[src/rtl/spi_master_ctrl.sv]
// SPI mode-0 master: MSB-first word serializer/deserializer with valid/ready host side,
// programmable chip-select setup/hold/idle timing and multi-word bursts under one csn.
module spi_master_ctrl #(
  parameter int unsigned DATA_WIDTH = 8,
  parameter int unsigned CLK_DIV    = 4,
  parameter int unsigned CS_SETUP   = 2,
  parameter int unsigned CS_HOLD    = 2,
  parameter int unsigned CS_IDLE    = 2
) (
  input  logic                  clk_clk,
  input  logic                  reset_reset_n,
  input  logic [DATA_WIDTH-1:0] tx_data,
  input  logic                  tx_hold_cs,
  input  logic                  tx_valid,
  output logic                  tx_ready,
  output logic [DATA_WIDTH-1:0] rx_data,
  output logic                  rx_valid,
  output logic                  busy,
  output logic                  spi_csn,
  output logic                  spi_sck,
  output logic                  spi_mosi,
  input  logic                  spi_miso
);

  localparam int unsigned BW = $clog2(DATA_WIDTH);

  typedef enum logic [2:0] {
    IDLE, SETUP, HIGH, LOW, BURST_WAIT, HOLD, GAP
  } state_t;

  state_t                r_state;
  state_t                w_nxt;
  logic [15:0]           r_cnt;
  logic [15:0]           w_dur;
  logic                  w_done;
  logic                  w_ready;
  logic                  w_accept;
  logic                  w_enter_high;
  logic                  w_csn_nxt;
  logic                  w_sck_nxt;
  logic                  w_busy_nxt;
  logic                  r_csn;
  logic                  r_sck;
  logic                  r_busy;
  logic                  r_mosi;
  logic                  r_hold;
  logic                  r_last;
  logic [BW-1:0]         r_bit;
  logic [DATA_WIDTH-1:0] r_shift;
  logic [DATA_WIDTH-1:0] r_rx_data;
  logic                  r_rx_valid;

  assign w_done       = (r_cnt == '0);
  assign w_accept     = tx_valid && w_ready;
  assign w_enter_high = (w_nxt == HIGH) && (r_state != HIGH);

  // State register, phase counter and registered SPI/status outputs
  always_ff @(posedge clk_clk or negedge reset_reset_n) begin
    if (!reset_reset_n) begin
      r_state <= IDLE;
      r_cnt   <= '0;
      r_csn   <= 1'b1;
      r_sck   <= 1'b0;
      r_busy  <= 1'b0;
    end else begin
      r_state <= w_nxt;
      if (w_nxt != r_state) r_cnt <= w_dur;
      else if (!w_done)     r_cnt <= r_cnt - 16'd1;
      r_csn   <= w_csn_nxt;
      r_sck   <= w_sck_nxt;
      r_busy  <= w_busy_nxt;
    end
  end

  // The LOW state is reused as a trailing half-period after the last bit (r_last),
  // so the frame ends with a full sck-low period before BURST_WAIT or HOLD.
  always_comb begin
    w_nxt = r_state;
    w_dur = '0;
    case (r_state)
      IDLE:       if (w_accept) w_nxt = SETUP;
      SETUP:      if (w_done) w_nxt = HIGH;
      HIGH:       if (w_done) w_nxt = LOW;
      LOW:        if (w_done) begin
                    if (!r_last)    w_nxt = HIGH;
                    else if (r_hold) w_nxt = BURST_WAIT;
                    else            w_nxt = HOLD;
                  end
      BURST_WAIT: if (w_accept) w_nxt = LOW;
                  else if (!tx_valid && !tx_hold_cs) w_nxt = HOLD;
      HOLD:       if (w_done) w_nxt = GAP;
      GAP:        if (w_done) w_nxt = IDLE;
      default:    w_nxt = IDLE;
    endcase
    case (w_nxt)
      SETUP:     w_dur = 16'(CS_SETUP - 1);
      HIGH, LOW: w_dur = 16'(CLK_DIV - 1);
      HOLD:      w_dur = 16'(CS_HOLD - 1);
      GAP:       w_dur = 16'(CS_IDLE - 1);
      default:   w_dur = '0;
    endcase
  end

  always_comb begin
    w_ready    = (r_state == IDLE) || (r_state == BURST_WAIT);
    w_csn_nxt  = (w_nxt == IDLE) || (w_nxt == GAP);
    w_sck_nxt  = (w_nxt == HIGH);
    w_busy_nxt = (w_nxt != IDLE);
  end

  // One shift register serves both directions: miso enters the LSB on sck rise,
  // so the bit due on mosi at the next fall is already in the MSB.
  always_ff @(posedge clk_clk or negedge reset_reset_n) begin
    if (!reset_reset_n) begin
      r_shift    <= '0;
      r_hold     <= 1'b0;
      r_last     <= 1'b0;
      r_bit      <= '0;
      r_mosi     <= 1'b0;
      r_rx_data  <= '0;
      r_rx_valid <= 1'b0;
    end else begin
      r_rx_valid <= 1'b0;
      if (w_accept) begin
        r_shift <= tx_data;
        r_hold  <= tx_hold_cs;
        r_bit   <= BW'(DATA_WIDTH - 1);
        r_last  <= 1'b0;
        r_mosi  <= tx_data[DATA_WIDTH-1];
      end else if (w_enter_high) begin
        r_shift <= {r_shift[DATA_WIDTH-2:0], spi_miso};
      end else if (r_state == HIGH && w_done) begin
        if (r_bit != '0) begin
          r_bit  <= r_bit - BW'(1);
          r_mosi <= r_shift[DATA_WIDTH-1];
        end else begin
          r_last     <= 1'b1;
          r_rx_data  <= r_shift;
          r_rx_valid <= 1'b1;
        end
      end else if (r_state == HOLD && w_done) begin
        r_mosi <= 1'b0;
      end
    end
  end

  assign tx_ready = w_ready;
  assign rx_data  = r_rx_data;
  assign rx_valid = r_rx_valid;
  assign busy     = r_busy;
  assign spi_csn  = r_csn;
  assign spi_sck  = r_sck;
  assign spi_mosi = r_mosi;

endmodule

[config.mk]
export PLATFORM = sky130hd
export DESIGN_NAME = spi_master_ctrl
export DESIGN_NICKNAME = d
export VERILOG_FILES = /design/src/rtl/spi_master_ctrl.sv
export SDC_FILE = /design/constraint.sdc
export NUM_CORES = 1
export LEC_CHECK = 0
export ABC_CLOCK_PERIOD_IN_PS = 2650
export CAP_MARGIN = 20
export CORE_UTILIZATION = 40
export CTS_CLUSTER_DIAMETER = 100
export DETAILED_ROUTE_END_ITERATION = 8
export HOLD_SLACK_MARGIN = 0.03
export PLACE_DENSITY = 0.56
export SLEW_MARGIN = 20
export SYNTH_ARGS = -nofsm -noshare
export SYNTH_HDL_FRONTEND = slang
export SYNTH_SLANG_ARGS = --single-unit
[constraint.sdc]
create_clock -name clk_clk -period 2.65 [get_ports clk_clk]
set_input_delay 0.3975 -clock clk_clk [delete_from_list [all_inputs] [get_ports clk_clk]]
set_output_delay 0.3975 -clock clk_clk [all_outputs]
set_load 0.03 [all_outputs]
Word-level counts from Yosys, hierarchy flattened
Cells that the tools add are included.
- add/sub/neg operators: 2
- multiplexer cells: 33
- bitwise operators: 3
- reductions and logical operators: 24
- equal/unequal tests: 17
- operators by type and width (operator ; number):
    $mux W3 ; 13
    $mux W16 ; 2
    $pmux W3 S7 ; 1
    $logic_not A16 Y1 ; 1
    $mux W8 ; 2
    $sub A16 B1 Y16 const B ; 1
    $eq A3 B3 Y1 const B ; 5
    $mux W1 ; 14
    $eq A3 B2 Y1 const B ; 4
    $reduce_and A3 Y1 ; 3
    $reduce_bool A3 Y1 ; 3
    $eq A3 B1 Y1 const B ; 2
    $logic_not A3 Y1 ; 2
    $ne A3 B2 Y1 const B ; 2
    $reduce_bool A2 Y1 ; 3
    $logic_and A1 B1 Y1 ; 5
    $ne A2 B2 Y1 const B ; 2
    $pmux W2 S2 ; 1
    $reduce_and A4 Y1 ; 1
    $ne A3 B3 Y1 ; 1
    $not A1 Y1 ; 3
    $reduce_or A3 Y1 ; 1
    $sub A3 B1 Y3 const B ; 1
    $logic_not A1 Y1 ; 2
    other kinds (3) ; 4
- word-level logic and storage cells: 91
- register bits: 45
- input bits: 13

Longest topological paths before layout
- word-level depth: 9
- mapped depth: 8
- depth with buffers taken out: 8

Worst setup path before layout
No wires, ideal clock.
- path kind: register to register
- start: register r_cnt[0]
- end: register r_mosi, in the netlist spi_mosi
- setup slack: 0.336 ns
- data arrival time: 2.189 ns
- library setup time: 0.125 ns
- cell stages (with the launch flop): 9
- cells stage by stage: dfrtp_1 inv_1 ha_1 or4b_1 nor4_2 buf_2 nand3_1 nand3_1 mux2_2
- cells in the longest elaborated chain, start to end: 7
- elaborated cells on any way between the ends: 18
- those cells by class: eq/ne: 3; mux: 9; reduce/logical: 6
- ends and longest elaborated chain (element ; line ; source):
    start: declaration ; 33 ; logic [15:0] r_cnt;
    start signal: assignment ; 67 ; if (w_nxt != r_state) r_cnt <= w_dur;
    start signal: assignment ; 68 ; else if (!w_done) r_cnt <= r_cnt - 16'd1;
    $logic_not A16 Y1 (*) ; 53 ; assign w_done = (r_cnt == '0);
    $mux W3 (on tied branches) ; n/a ;
    $pmux W3 S7 ; 80 ; case (r_state)
    $eq A3 B2 Y1 ; 55 ; assign w_enter_high = (w_nxt == HIGH) && (r_state != HIGH);
    $logic_and A1 B1 Y1 ; 55 ;
    $ne A2 B2 Y1 (no line) ; n/a ;
    $reduce_and A3 Y1 (no line) ; n/a ;
    end signal: assignment ; 129 ; r_mosi <= tx_data[DATA_WIDTH-1];
    end signal: assignment ; 135 ; r_mosi <= r_shift[DATA_WIDTH-1];
    end: declaration ; 45 ; logic r_mosi;
Every way passes the cells marked *; elsewhere a longest branch is shown, timed or not. The select of a mux whose other input is x is not followed.
A chain may end at the register's enable or synchronous reset.

Worst setup path in the final report
- start: register r_cnt[0]
- end: register r_busy, in the netlist busy
- cells in the longest elaborated chain, start to end: 4
- elaborated cells on any way between the ends: 8
- those cells by class: mux: 6; reduce/logical: 2
- ends and longest elaborated chain (element ; line ; source):
    $logic_not A16 Y1 (*) ; 53 ;
    $mux W3 (on tied branches) ; n/a ;
    $pmux W3 S7 (*) ; 80 ;
    net w_nxt[1] ; 32 ; state_t w_nxt;
    $reduce_bool A3 Y1 (*) ; 108 ; w_busy_nxt = (w_nxt != IDLE);
    net w_busy_nxt ; 41 ; logic w_busy_nxt;
    end signal: assignment ; 71 ; r_busy <= w_busy_nxt;
    end: declaration ; 44 ; logic r_busy;
The timed path passes the listed nets; every way through them passes the cells marked *.

==> results.txt <==
1st-iter DRT viols: 126
Remaining DRCs: 0
Peak Freq: 411 MHz
Yosys reg bits: 45
Die Span Y: 77.9 um
Die area: 6080 um2
Critical path arrival: 2610 ps
Seq/Total Area, Yosys: 48.9%
RSZ-0062 raised after global routing: false
Layout cells sized above 1: 16.1%
Final Util: 50.6%
Die Span X: 77.9 um
Post CTS Setup Buffer Count: 0
Netlist Area Pre-Place: 2310 um2
Post-route minimum period: 2430 ps
Syn_area_per_cell: 10.9 um2
Ports: 27
CP startpoint kind: flip-flop
Core ar.: 5540 um2
Main synth FF type: dfrtp_1
Routability Congestion: 0.767
Non-filler instance count after layout: 321
Most frequent cells in the layout: dfrtp_1 (44), clkdlybuf4s50_1 (25), nor2_1 (19)
N_diodes: 0
Number of port buffers: 26
Clk root buf: clkbuf_8
Layout Nets: 264
Vias per std cell: 5.37
Inserted Clock Buffers: 5
Leak: 1.23 nW
Mapped Nets: 227
Pwr dens: 830 nW/um2
Yosys warning count: 0
Slew HR: 61.9%
Post-CTS Hold Fix Bufs: 0
H-tree levels: 2
CTS tree: built
Pre-antenna DRT Iters: 4
Total grt overflow: 0
Layout Skew: 5.75 ps
Commonest non-fill, non-tap cell in the layout: dfrtp_1
Initial Util: 41.6%
Global-route wire length before repair: 8330 um
Worst VDD drop: 0.383 mV
Outcome: finished clean
Post-synthesis async set-or-reset flop share: 100%
Synthesis-to-layout area growth: 21.5%
CP required: 2830 ps
Row cnt: 27
Vias post-DR: 1,723
Final setup viols: 0
Post-route ant nets: 0
Initial antenna violation count: 0
Synth area leaders: dfrtp_1 (48%), mux2_4 (5.2%), nor2_1 (3.1%)
Pin count of the biggest net entering global routing: 46
Worst Hold Class: input port to async pin
Setup TNS: 0 ps
Post-synth EDFFs: 0
Top-area cell type share of the netlist area: 47.7%
Critical-path top delay cell: or4b_1
Max-cap violation count: 0
Slew @ Worst Pin: 572 ps
WS Path Type: flip-flop to flip-flop
DP Cell Count: 313
Final clock period utilization by the worst path: 91.8%
Routed wire length: 4810 um
Critical Path Sink Type: flip-flop
Largest stage delay on the critical path: 490 ps
Reg-to-reg slack, setup: 220 ps
Total GRT Usage: 17.8%
Syn Inst Count: 211
Cell Chain, Critical Path: inv_1, ha_1, or4b_1, nor4_2, a31oi_1, nor3_2, inv_2, or3_1
Yosys cell types: 51
Synth area leader: dfrtp_1
Clock-pin slew on the worst setup and hold paths: 80 ps
CTS max path bufs: 2
Post-DP HPWL: 3430 um
Final Hold Viols: 0
Worst-path fanout max: 4
Pins Over Slew Limit: 0
Post-CTS resize count: 0
Vias in the first global route: 1,673
Clock latency on the worst-skew pair: 290 ps
Sink Count: 45
Drt wl/cell: 15.0 um
[cell families after synthesis]
kind of cell	share of synthesized area, %
simple gates	23.8
flops	48.9
compound gates	11.9
buf+inv	2.71
xor+xnor	4.56
mux	6.56
fa+ha+maj	1.63
[final timing paths]
path                                from          to  cells after the start
min in group clk_clk          r_shift[6]  r_shift[6]                      1
setup reg to reg                r_cnt[0]        busy                      8
max in group asynchronous  reset_reset_n  r_shift[0]                      2
hold / removal             reset_reset_n  rx_data[6]                      2
hold reg to reg               r_shift[6]  r_shift[6]                      1
setup / recovery                r_cnt[0]        busy                      8
[cells in the mapped netlist (2+ instances only)]
cell type and instances:
dfrtp_1 44, nor2_1 19, nand2_1 12, inv_1 9, nand3_1 9, nor3_1 9
a21o_1 8, mux2_4 8, xor2_1 8, a22o_1 6, nand4_1 6, nand2b_1 4
nor4_1 4, o21ai_0 4, xnor2_1 4, a21oi_1 3, a31oi_1 3, clkbuf_1 3
ha_1 3, or3_1 3, and2_1 2, and3_1 2, buf_2 2, mux2i_1 2
nand3b_1 2, nor2b_1 2, nor4_2 2, nor4_4 2, o211ai_1 2, o31ai_1 2
o41ai_1 2
[through the flow]
stage                     worst slack (ps)  hold slack [ps]  power, mW  instance area [um2]
after floorplan                        336              102       1.66                 2310
after global placement                 304              493       1.87                 2700
after detailed placement               245              496       1.88                 2700
after CTS                              215              196       2.36                 2800
after global routing                  35.9              216       2.50                 2800
final                                  218              173       2.33                 2800
[cell type report]
cell class / count / area [um2]
inverter: 10 / 37.5
clock inverter: 1 / 5.00
clock buffer: 7 / 96.3
tap: 72 / 90.1
multi-input combinational: 150 / 1120
timing repair buffer: 36 / 330
sequential: 45 / 1130
fill: 542 / 2740
[routing by layer]
layer | global-route usage [%] | routed length (um) | vias to the layer above
li1 | - | - | 842
met1 | 25.4 | 2370 | 853
met2 | 26.4 | 2210 | 21
met3 | 3.88 | 154 | 7
met4 | 6.48 | 74 | 0
met5 | 0 | 0 | -
[worst max-delay path: cells and delay by family, from the launching register on]
family	cells	cell delay (ps)
AND/OR/NAND/NOR	4	1420
AO/OA/AOI/OAI	1	140
flip-flops	1	410
buffers and inverters	2	170
adder cells (fa/ha/maj)	1	160
[power by group]
part	switching, mW	internal [mW]	total [mW]	leakage (nW)
clock network	0.226	0.236	0.462	0.0542
logic	0.351	0.344	0.695	0.622
registers	0.276	0.895	1.17	0.556
[sequential cells by signal, indices dropped and copies added (netlist names)]
signal / count
r_cnt: 16
r_shift: 8
rx_data: 8
r_bit: 3
r_state: 3
busy: 1
r_hold: 1
r_last: 1
rx_valid: 1
spi_csn: 1
spi_mosi: 1
spi_sck: 1
No activity file was read; power rests on OpenSTA's default activity.
